## config.mk

```make
export PLATFORM = sky130hd
export DESIGN_NAME = cc_update_ctrl
export DESIGN_NICKNAME = d
export VERILOG_FILES = /design/src/rtl/cc_ctrl_pkg.sv /design/src/rtl/cc_update_ctrl_cond_eval.sv /design/src/rtl/cc_update_ctrl.sv
export SDC_FILE = /design/constraint.sdc
export NUM_CORES = 1
export LEC_CHECK = 0
export CAP_MARGIN = 25
export CORE_UTILIZATION = 39
export CTS_CLUSTER_SIZE = 28
export DETAILED_ROUTE_END_ITERATION = 12
export HOLD_SLACK_MARGIN = 0.02
export PLACE_DENSITY = 0.94
export SETUP_SLACK_MARGIN = 0.4
export SLEW_MARGIN = 15
export SYNTH_ARGS = -nofsm -noshare
export SYNTH_HDL_FRONTEND = slang
export SYNTH_SLANG_ARGS = --single-unit
```

## constraint.sdc

```tcl
create_clock -name CLK -period 5.9 [get_ports CLK]
set_clock_uncertainty 0.15 [all_clocks]
set_input_delay 0.59 -clock CLK [delete_from_list [all_inputs] [get_ports CLK]]
set_output_delay 0.59 -clock CLK [all_outputs]
set_load 0.1 [all_outputs]
```

## src/rtl/cc_ctrl_pkg.sv

```systemverilog
// Shared types for the condition-code update controller: ARM condition
// field encoding, flag bit positions and the software-write FSM states.
package cc_ctrl_pkg;

    typedef enum logic [3:0] {
        EQ = 4'h0,
        NE = 4'h1,
        CS = 4'h2,
        CC = 4'h3,
        MI = 4'h4,
        PL = 4'h5,
        VS = 4'h6,
        VC = 4'h7,
        HI = 4'h8,
        LS = 4'h9,
        GE = 4'hA,
        LT = 4'hB,
        GT = 4'hC,
        LE = 4'hD,
        AL = 4'hE,
        NV = 4'hF
    } cond_e;

    // Flag layout of the status register word
    localparam int Z_BIT = 3;
    localparam int C_BIT = 2;
    localparam int N_BIT = 1;
    localparam int V_BIT = 0;

    typedef enum logic [1:0] {
        IDLE  = 2'd0,
        WAIT  = 2'd1,
        WRITE = 2'd2,
        ACK   = 2'd3
    } msr_state_e;

endpackage

```

## src/rtl/cc_update_ctrl_cond_eval.sv

```systemverilog
// Combinational ARM condition-field evaluator: flags {Z,C,N,V} + cond -> pass.
module cond_eval
    import cc_ctrl_pkg::*;
(
    input  logic [3:0] flags,
    input  logic [3:0] cond,
    output logic       pass
);

    logic z;
    logic c;
    logic n;
    logic v;

    assign z = flags[Z_BIT];
    assign c = flags[C_BIT];
    assign n = flags[N_BIT];
    assign v = flags[V_BIT];

    always_comb begin
        pass = 1'b0;
        case (cond_e'(cond))
            EQ:      pass = z;
            NE:      pass = !z;
            CS:      pass = c;
            CC:      pass = !c;
            MI:      pass = n;
            PL:      pass = !n;
            VS:      pass = v;
            VC:      pass = !v;
            HI:      pass = c && !z;
            LS:      pass = !c || z;
            GE:      pass = (n == v);
            LT:      pass = (n != v);
            GT:      pass = !z && (n == v);
            LE:      pass = z || (n != v);
            AL:      pass = 1'b1;
            // 1111 is reserved and never passes
            NV:      pass = 1'b0;
            default: pass = 1'b0;
        endcase
    end

endmodule

```

## src/rtl/cc_update_ctrl.sv

```systemverilog
// Condition-code update controller: ALU/MSR write arbitration, in-flight
// flag scoreboard, ID-stage condition evaluation and stall. Optional CC_FWD_EN.
module cc_update_ctrl
    import cc_ctrl_pkg::*;
#(
    parameter int MAX_INFLIGHT = 3,
    parameter int CNT_W        = 2
) (
    input  logic             CLK,
    input  logic             CLR,
    input  logic [3:0]       real_cc,
    input  logic             alu_s,
    input  logic [3:0]       alu_cc,
    input  logic             id_s_issue,
    input  logic             cond_valid,
    input  logic [3:0]       cond,
    input  logic             msr_req,
    input  logic [3:0]       msr_cc,
    output logic             cc_wr_en,
    output logic [3:0]       cc_wr_data,
    output logic             cond_true,
    output logic             stall,
    output logic             msr_ack,
    output logic [CNT_W-1:0] inflight,
    output logic             sb_err,
    output logic [1:0]       msr_state
);

    localparam logic [CNT_W-1:0] MAX_CNT = CNT_W'(MAX_INFLIGHT);
    localparam logic [CNT_W-1:0] ONE_CNT = CNT_W'(1);

    msr_state_e       state_q;
    msr_state_e       state_d;
    logic [CNT_W-1:0] cnt_q;
    logic [CNT_W-1:0] cnt_d;
    logic             err_q;
    logic             err_d;

    logic             go_ok;
    logic             fwd_hit;
    logic             in_msr_write;
    logic             cond_stall;
    logic             full_stall;
    logic             fsm_stall;
    logic             issue_acc;
    logic [3:0]       eff_cc;

    // The MSR write may only land when no ALU flag result is still owed and
    // nothing new is issuing, so the software value is never overwritten by
    // an older instruction.
    assign go_ok = (cnt_q == '0) && !alu_s && !id_s_issue;

`ifdef CC_FWD_EN
    // Last outstanding writer retiring now: its flags are final this cycle.
    assign fwd_hit = (cnt_q == ONE_CNT) && alu_s && !id_s_issue;
    assign eff_cc  = fwd_hit ? alu_cc : real_cc;
`else
    assign fwd_hit = 1'b0;
    assign eff_cc  = real_cc;
`endif

    cond_eval u_cond_eval (
        .flags (eff_cc),
        .cond  (cond),
        .pass  (cond_true)
    );

    assign in_msr_write = (state_q == WRITE) || (state_q == ACK);

    // Stall sources: unsettled flags for a conditional, full scoreboard,
    // and issue while a software write is pending.
    assign cond_stall = cond_valid && (cond_e'(cond) != AL) &&
                        (((cnt_q != '0) && !fwd_hit) || in_msr_write);
    assign full_stall = id_s_issue && (cnt_q == MAX_CNT) && !alu_s;
    assign fsm_stall  = id_s_issue && (state_q != IDLE);
    assign stall      = cond_stall || full_stall || fsm_stall;
    assign issue_acc  = id_s_issue && !stall;

    always_comb begin
        cnt_d = cnt_q;
        err_d = err_q;
        if (alu_s && (cnt_q == '0)) begin
            // Retire with nothing outstanding: hold at zero, flag it
            err_d = 1'b1;
        end else if (issue_acc && !alu_s) begin
            cnt_d = cnt_q + ONE_CNT;
        end else if (!issue_acc && alu_s) begin
            cnt_d = cnt_q - ONE_CNT;
        end
    end

    // msr_req is a level request held until msr_ack; msr_ack is a single-cycle
    // pulse issued the cycle after the write, and the request is only
    // re-sampled once the FSM is back in IDLE.
    always_comb begin
        state_d = state_q;
        case (state_q)
            IDLE:    if (msr_req) state_d = go_ok ? WRITE : WAIT;
            WAIT:    if (go_ok) state_d = WRITE;
            WRITE:   state_d = ACK;
            ACK:     state_d = IDLE;
            default: state_d = IDLE;
        endcase
    end

    always_ff @(posedge CLK) begin
        if (CLR) begin
            state_q <= IDLE;
            cnt_q   <= '0;
            err_q   <= 1'b0;
        end else begin
            state_q <= state_d;
            cnt_q   <= cnt_d;
            err_q   <= err_d;
        end
    end

    // ALU has priority; a write during reset would race the register clear
    always_comb begin
        cc_wr_en   = 1'b0;
        cc_wr_data = '0;
        if (!CLR) begin
            if (alu_s) begin
                cc_wr_en   = 1'b1;
                cc_wr_data = alu_cc;
            end else if (state_q == WRITE) begin
                cc_wr_en   = 1'b1;
                cc_wr_data = msr_cc;
            end
        end
    end

    assign msr_ack   = !CLR && (state_q == ACK);
    assign inflight  = cnt_q;
    assign sb_err    = err_q;
    assign msr_state = state_q;

endmodule
```

==> Word level (Yosys, flattened, before mapping) <==
Index checks and enable logic that the tools add are counted.
{ "totals": {"regBits": 5, "latchBits": 0, "ramBits": 0, "romBits": 0, "in_bits": 22, "wordCells": 80, "memories": 0} }
{ "op_classes": {"addsub": 2, "mul": 0, "div": 0, "order_cmp": 0, "n_eq_ne": 24, "shift": 0, "muxes": 13, "bitwise": 1, "n_reduce_logical": 37} }
{ "ops": {"columns": ["op", "n"], "rows": [
  ["== test 4 bit (second input constant)", 8],
  ["== test 4 x 3 -> 1 bit (second input constant)", 4],
  ["one-hot mux 1 bit (16 select lines)", 1],
  ["logical AND 1 bit", 14],
  ["two-way mux 4 bit", 3],
  ["two-way mux 2 bit", 5],
  ["logical NOT 1 bit", 9],
  ["== test 4 x 2 -> 1 bit (second input constant)", 2],
  ["one-hot mux 2 bit (4 select lines)", 1],
  ["== test 2 bit (second input constant)", 3],
  ["logical OR 1 bit", 6],
  ["nonzero test 2 bit", 3],
  ["== test 4 x 1 -> 1 bit (second input constant)", 1],
  ["logical NOT 2 bit", 2],
  ["logical NOT 4 bit", 1],
  ["!= test 2 bit (second input constant)", 2],
  ["!= test 4 bit (second input constant)", 1],
  ["AND reduction 2 bit", 2],
  ["two-way mux 1 bit", 3],
  ["adder 2 x 1 -> 2 bit (second input constant)", 1],
  ["== test 2 x 1 -> 1 bit (second input constant)", 1],
  ["subtractor 2 x 1 -> 2 bit (second input constant)", 1],
  ["== test 1 bit", 1],
  ["!= test 1 bit", 1],
  ["inverter 1 bit", 1]
]} }

==> Logic depth before layout (Yosys ltp) <==
Gate-level depths: netlist (run 1).
{ "logic_depth": {"word_depth": 12, "mapped_depth": 11} }

==> Modules after synthesis <==
A second synthesis (run 1) with hierarchy kept.
{ "unflattened": {"hier_cells": 84, "area_unflattened_um2": 624.3} }
{ "modules_own_cells": {"columns": ["module", "instances", "cells_each", "area_per_inst_um2"], "rows": [
  ["cc_update_ctrl", 1, 61, 469.2],
  ["cond_eval", 1, 23, 155.1]
]} }

==> Least setup slack after synthesis (run 1) <==
OpenSTA, ideal clock, no wires.
{ "synth_timing": {"path_type": "input -> output", "start": "input real_cc[0]", "end": "output cond_true", "t_arrival_ps": 4508, "setup_slack_ps": 652, "path_stages": 4, "path_buffers": 0, "path_cell_list": "xnor2_1 a31oi_1 xnor2_1 o311ai_0"} }
{ "synth_between": {"elab_chain_cells": 3} }
{ "synth_lines": {"columns": ["element", "line", "rtl"], "rows": [
  ["start: declaration", "cc_update_ctrl.sv:11", "input logic [3:0] real_cc,"],
  ["!= test 1 bit or == test 1 bit (tied branches)", null, null],
  ["logical OR 1 bit or logical AND 1 bit (tied branches)", "cc_update_ctrl_cond_eval.sv:36, cc_update_ctrl_cond_eval.sv:35", null],
  ["one-hot mux 1 bit (16 select lines) (*)", "cc_update_ctrl_cond_eval.sv:22", "case (cond_e'(cond))"],
  ["end: declaration", "cc_update_ctrl.sv:21", "output logic cond_true,"]
]} }
Every way passes the cells marked *; elsewhere a longest branch is shown, timed or not.

==> Worst setup path after layout (run 1) <==
Ends and elaborated chain as after synthesis.

==> run metrics, run 1 <==
outcome completed; HP Start sb_err; fmax 261 MHz; Simple-Gate Fraction of Synth Area 22.7%; latest clock arrival within the worst-skew pair about 0.26 ns; clock root buffer clkbuf_4; post-synthesis mux area share 1.75%; PortBufs 34; Syn Std Cell Area between 500 and 600 µm²; Leak 0.375 nW; CTS resizes 0; io pins 35; Max clock buf depth 2; Hold Fails Final Rpt 0; vias in the first global route 542; Layout area overhead 64.0%; Final nets 142; asr flop ratio synth 0%; Hold EP sb_err; mean number of vias per cell 5.53; DP Cell Count 125; Die W 40.3 µm; #FFs+latches synth 5; # rows 13; most common cell after layout, fill and taps aside clkdlybuf4s50_1; Post-Layout Cell Count around 130; relative max-transition margin 34.1%; DP Wirelength 1280 µm; Post-Route WL ~1600 µm; CTS clk-pin slew, worst paths 0.04 ns; number of synthesized flops with an enable pin 0; clk sink count 5; antenna violations before repair 0; complex-gate fraction of the synthesized area a little under a third; setup TNS 0 ns; top_reg_cell synth dfxtp_1; maxcap violations 0; reg2reg end inflight[1]; CTS tree yes; vias 713; # DRC 0; layout cell share with drive strength beyond 1 roughly 4.4%; # fillers ~110; xor/xnor share of the synthesized area under 10%; largest family of logic cells by synthesized area compound AO/OA/AOI/OAI gates; fin crit share 65.0%; critical path class input port to primary output; syn avg cell area just over 7 µm²; DR iter-0 viols 18; pre-CTS setup slack between 2 and 2.5 ns; total gr overflow 0; Adder-Cell Fraction of Synth Area 10.9%; # setup viols final 0; Worst Reg-to-Reg Cells 11; DR WL/cell ~13 µm; crit end category primary output; Die Y-Extent between 40 and 50 µm; clock buffers created by TritonCTS 3; antenna-violating nets left 0; GPL Wtd Cong 0.797; worst min path class flop to flop; initial core utilization 43.0%; # hold bufs at CTS 0; Pwr Density 424 nW/µm²; critical path peak fanout 3; Hold Path Stages 2; Reg-to-Reg Start msr_state[0]; Synth Net Count 106; total setup buffers inserted after CTS 0; post-synthesis sequential area ratio 17.5%; DRT Pass-1 Iters 4; GR Util All Layers about 22%; first-pass GRT wire length 2320 µm; most frequent cells in the layout 34 x clkdlybuf4s50_1, 14 x nor2_1, 9 x inv_1; Finished Core Util a little over two thirds; maximum vdd ir drop about 0.37 mV; RSZ-0062 raised after global routing false; warnings from Yosys 0; Inserted Diodes 0; WP data arrival between 3 and 4 ns; Synth cell types 27; reg-to-reg slack, setup 3.56 ns; Post-Synthesis Cells 79; H-tree level count 1; Die ar. 1630 µm²; core area 1330 µm²; fin crit period 3.83 ns; Worst EP required 5.16 ns; CP Launch Type input port; pin count of the biggest net entering global routing 13; max-slew violations 0; setup ws final 2.07 ns; Least-Margin Pin Slew 0.985 ns
## worst max-delay path by stage
stage	startpoint	end	slack, ns	depth (start not counted)
final	real_cc[0]	cond_true	2.07	6
after global routing	real_cc[1]	cond_true	1.84	6
after CTS	real_cc[1]	cond_true	2.06	6
after detailed placement	real_cc[1]	cond_true	2.07	6
after global placement	real_cc[0]	cond_true	2.16	6
after floorplan	real_cc[0]	cond_true	0.65	4
## cells by family after synthesis
family / after synthesis
flip-flops: 5
AO/OA/AOI/OAI: 25
AND/OR/NAND/NOR: 27
buffers and inverters: 12
multiplexers: 1
XOR/XNOR: 4
adder cells (fa/ha/maj): 5
## state kept, by name, summed over array words and instances, names as in the netlist
name	cells
sb_err	1
msr_state	2
inflight	2
## metal layers
metal  share of wire [%]  global-route usage [%]  routed length (µm)  vias to the layer above
met4                0.73                    10.0                  12                        0
met5                   0                       0                   0                        -
met2                  50                    35.3                 819                       26
met3                 5.6                    8.89                  91                        2
li1                    -                       -                   -                      359
met1                  44                    26.2                 712                      326
## cells in the mapped netlist, types with 2 or more instances
library cell / count / share of area, %
a2bb2oi_1: 2 / 3.1
nor2b_1: 4 / 4.4
inv_1: 9 / 5.9
ha_1: 5 / 11
nor3b_1: 3 / 3.9
dfxtp_1: 5 / 17
o21ai_0: 4 / 3.5
clkbuf_1: 2 / 1.3
nor2_1: 14 / 9.2
xnor2_1: 4 / 6.1
a22oi_1: 4 / 5.2
nand2_1: 3 / 2.0
nand4_1: 2 / 2.2
a21oi_1: 5 / 4.4
## cell type report
cell class	count	area [µm²]	share of cell area, %
Sequential cell	5	100	10.7
Tap cell	15	18.8	2.00
Inverter	9	33.8	3.60
Multi-Input combinational cell	62	420	44.7
Clock buffer	4	26.3	2.80
Timing Repair Buffer	34	340	36.2
## stage by stage
step	cell area, µm²	hold slack (ns)	power (W)
3_3_place_gp	913	0.306	0.000350
4_1_cts	940	0.328	0.000401
5_1_grt	940	0.371	0.000420
3_5_place_dp	913	0.318	0.000353
2_1_floorplan	573	0.621	0.000288
6_report	940	0.320	0.000399
## critical path: stages
cell and delay, ns:
clkdlybuf4s50_1 0.44, xnor2_1 0.18, a2111oi_0 0.42, o21ai_0 0.15, o311ai_0 0.11, clkdlybuf4s50_1 1.20
## power by group
part / switching, W / leakage [nW] / internal, W
Clock: 0.0000180 / 0.0150 / 0.0000258
Combinational: 0.000204 / 0.319 / 0.0000908
Sequential: 0.0000150 / 0.0413 / 0.0000447
Note: power is estimated with default switching activity, not from simulation.
==> inputs of run 2 (changes only) <==
--- a/config.mk
+++ b/config.mk
@@ -6,11 +6,11 @@
 export NUM_CORES = 1
 export LEC_CHECK = 0
 export CAP_MARGIN = 25
-export CORE_UTILIZATION = 39
+export CORE_UTILIZATION = 36
 export CTS_CLUSTER_SIZE = 28
 export DETAILED_ROUTE_END_ITERATION = 12
 export HOLD_SLACK_MARGIN = 0.02
-export PLACE_DENSITY = 0.94
+export PLACE_DENSITY = 0.88
 export SETUP_SLACK_MARGIN = 0.4
 export SLEW_MARGIN = 15
 export SYNTH_ARGS = -nofsm -noshare
==> constraint.sdc (replaced) <==
create_clock -name CLK -period 3.7 [get_ports CLK]
set_clock_uncertainty 0.15 [all_clocks]
set_input_delay 0.37 -clock CLK [delete_from_list [all_inputs] [get_ports CLK]]
set_output_delay 0.37 -clock CLK [all_outputs]
set_load 0.1 [all_outputs]
==> run 2 against run 1 <==
Final area unchanged. Cell count up 0.78%. Combinational power up 60%. Sequential power up 62%. Global-route usage down 2.8 points. Largest power group unchanged.
==> run metrics, run 2 (synthesized netlist as in run 1, its figures left out) <==
DR WL/cell 12.3 µm; antenna-violating nets left 0; DP Wirelength 1260 µm; pin count of the biggest net entering global routing 13; Post-Route WL 1590 µm; Pwr Density 672 nW/µm²; CTS resizes 0; CP Launch Type input port; slowest cell on the critical path clkdlybuf4s50_1; relative max-transition margin approximately a third; # DRC 0; Worst EP required 3.18 ns; first-pass GRT wire length 2680 µm; critical path peak fanout 6; vias 683; Hold Fails Final Rpt 0; maximum vdd ir drop 0.575 mV; clock root buffer clkbuf_4; GPL Wtd Cong approximately 0.8; GR peak layer met2; outcome completed; Final nets 142; fmax 402 MHz; Worst Path Buf+Inv 2; initial core utilization approximately 38%; total setup buffers inserted after CTS 0; Max clock buf depth 2; latest clock arrival within the worst-skew pair 0.24 ns; fin crit share slightly below 70%; total power 0.000631 W; crit end category primary output; met3 usage between 4 and 5%; PortBufs 34; Layout area overhead 64.0%; GRT met2 Usage 29.4%; Die W roughly 42 µm; DRT Pass-1 Iters 4; io pins 35; clock buffers created by TritonCTS 3; WP data arrival 1.97 ns; setup TNS 0 ns; RSZ-0062 raised after global routing false; CTS tree yes; most common cell after layout, fill and taps aside clkdlybuf4s50_1; Inserted Diodes 0; antenna violations before repair 0; worst min path class flop to flop; Max stage delay on crit path slightly above 0.6 ns; maxcap violations 0; most frequent cells in the layout 26 x clkdlybuf4s50_1, 10 x nor2_1, 9 x inv_1; CP Cell Sequence clkdlybuf4s50_1 -> mux2i_1 -> xnor2_1 -> o221ai_1 -> o311ai_2 -> buf_4; layout cell share with drive strength beyond 1 roughly 17%; H-tree level count 1; # rows 14; DR iter-0 viols 6; Leak approximately 0.39 nW; # setup viols final 0; CTS clk-pin slew, worst paths 0.04 ns; Die ar. 1760 µm²; fin crit period 2.49 ns; # hold bufs at CTS 0; Least-Margin Pin Slew 0.974 ns; max-slew violations 0; vias in the first global route 622; Die Y-Extent 41.9 µm; clk sink count 5; total gr overflow 0; critical path class input port to primary output; M1 GR Usage 25.9%; GR Util All Layers 19.5%; cell family with the largest share of critical-path delay buffers and inverters; mean number of vias per cell between 5 and 6; core area 1490 µm²
## run 2: per-stage QoR
step                      instances  hold WS, ns  util [%]  area [µm²]  setup WS [ns]
final                           130        0.323      63.1         940           1.21
after global routing            130        0.370      63.1         940           1.07
after CTS                       130        0.328      63.1         940           1.21
after detailed placement        126        0.322      61.3         913           1.06
after global placement          126        0.312      61.3         913           1.17
after floorplan                  79        0.401         -         592          0.537
## run 2: worst reg2reg max path, cell delays in order (launching register included)
cell and delay, ns:
dfxtp_1 0.39, inv_1 0.09, ha_1 0.24, nor2_1 0.11, nand2_1 0.07, a32o_2 0.28, nor2_1 0.10, ha_1 0.28
nor4_1 0.21, a21oi_1 0.07, a2bb2oi_1 0.14, a21oi_1 0.15
## run 2: path summary, 6_finish.rpt
kind / startpoint / to / slack (ns) / cells past startpoint
worst max register to register: msr_state[0] / inflight[1] / 1.36 / 11
worst min-delay path: sb_err / sb_err / 0.32 / 2
worst min register to register: sb_err / sb_err / 0.32 / 2
worst max-delay path: cond[1] / cond_true / 1.21 / 6
## run 2: final cells by class
cell class	count	area (µm²)
clock buffers	4	26.3
fillers	131	549
inverters	9	33.8
multi-input cells	62	439
flip-flops and latches	5	100
well taps	16	20.0
repair buffers	34	320
## run 2: where the power goes
part           total [W]  internal (W)  switching [W]  leakage (nW)
clock network  0.0000614     0.0000407      0.0000208        0.0150
registers      0.0000966     0.0000713      0.0000252        0.0413
logic           0.000473      0.000142       0.000331         0.339
total           0.000631      0.000254       0.000377         0.395
## run 2: metal layers
metal / vias to the layer above / wire [µm]
li1: 356 / -
met1: 299 / 709
met2: 28 / 757
met3: 0 / 126
met4: 0 / 0
met5: - / 0
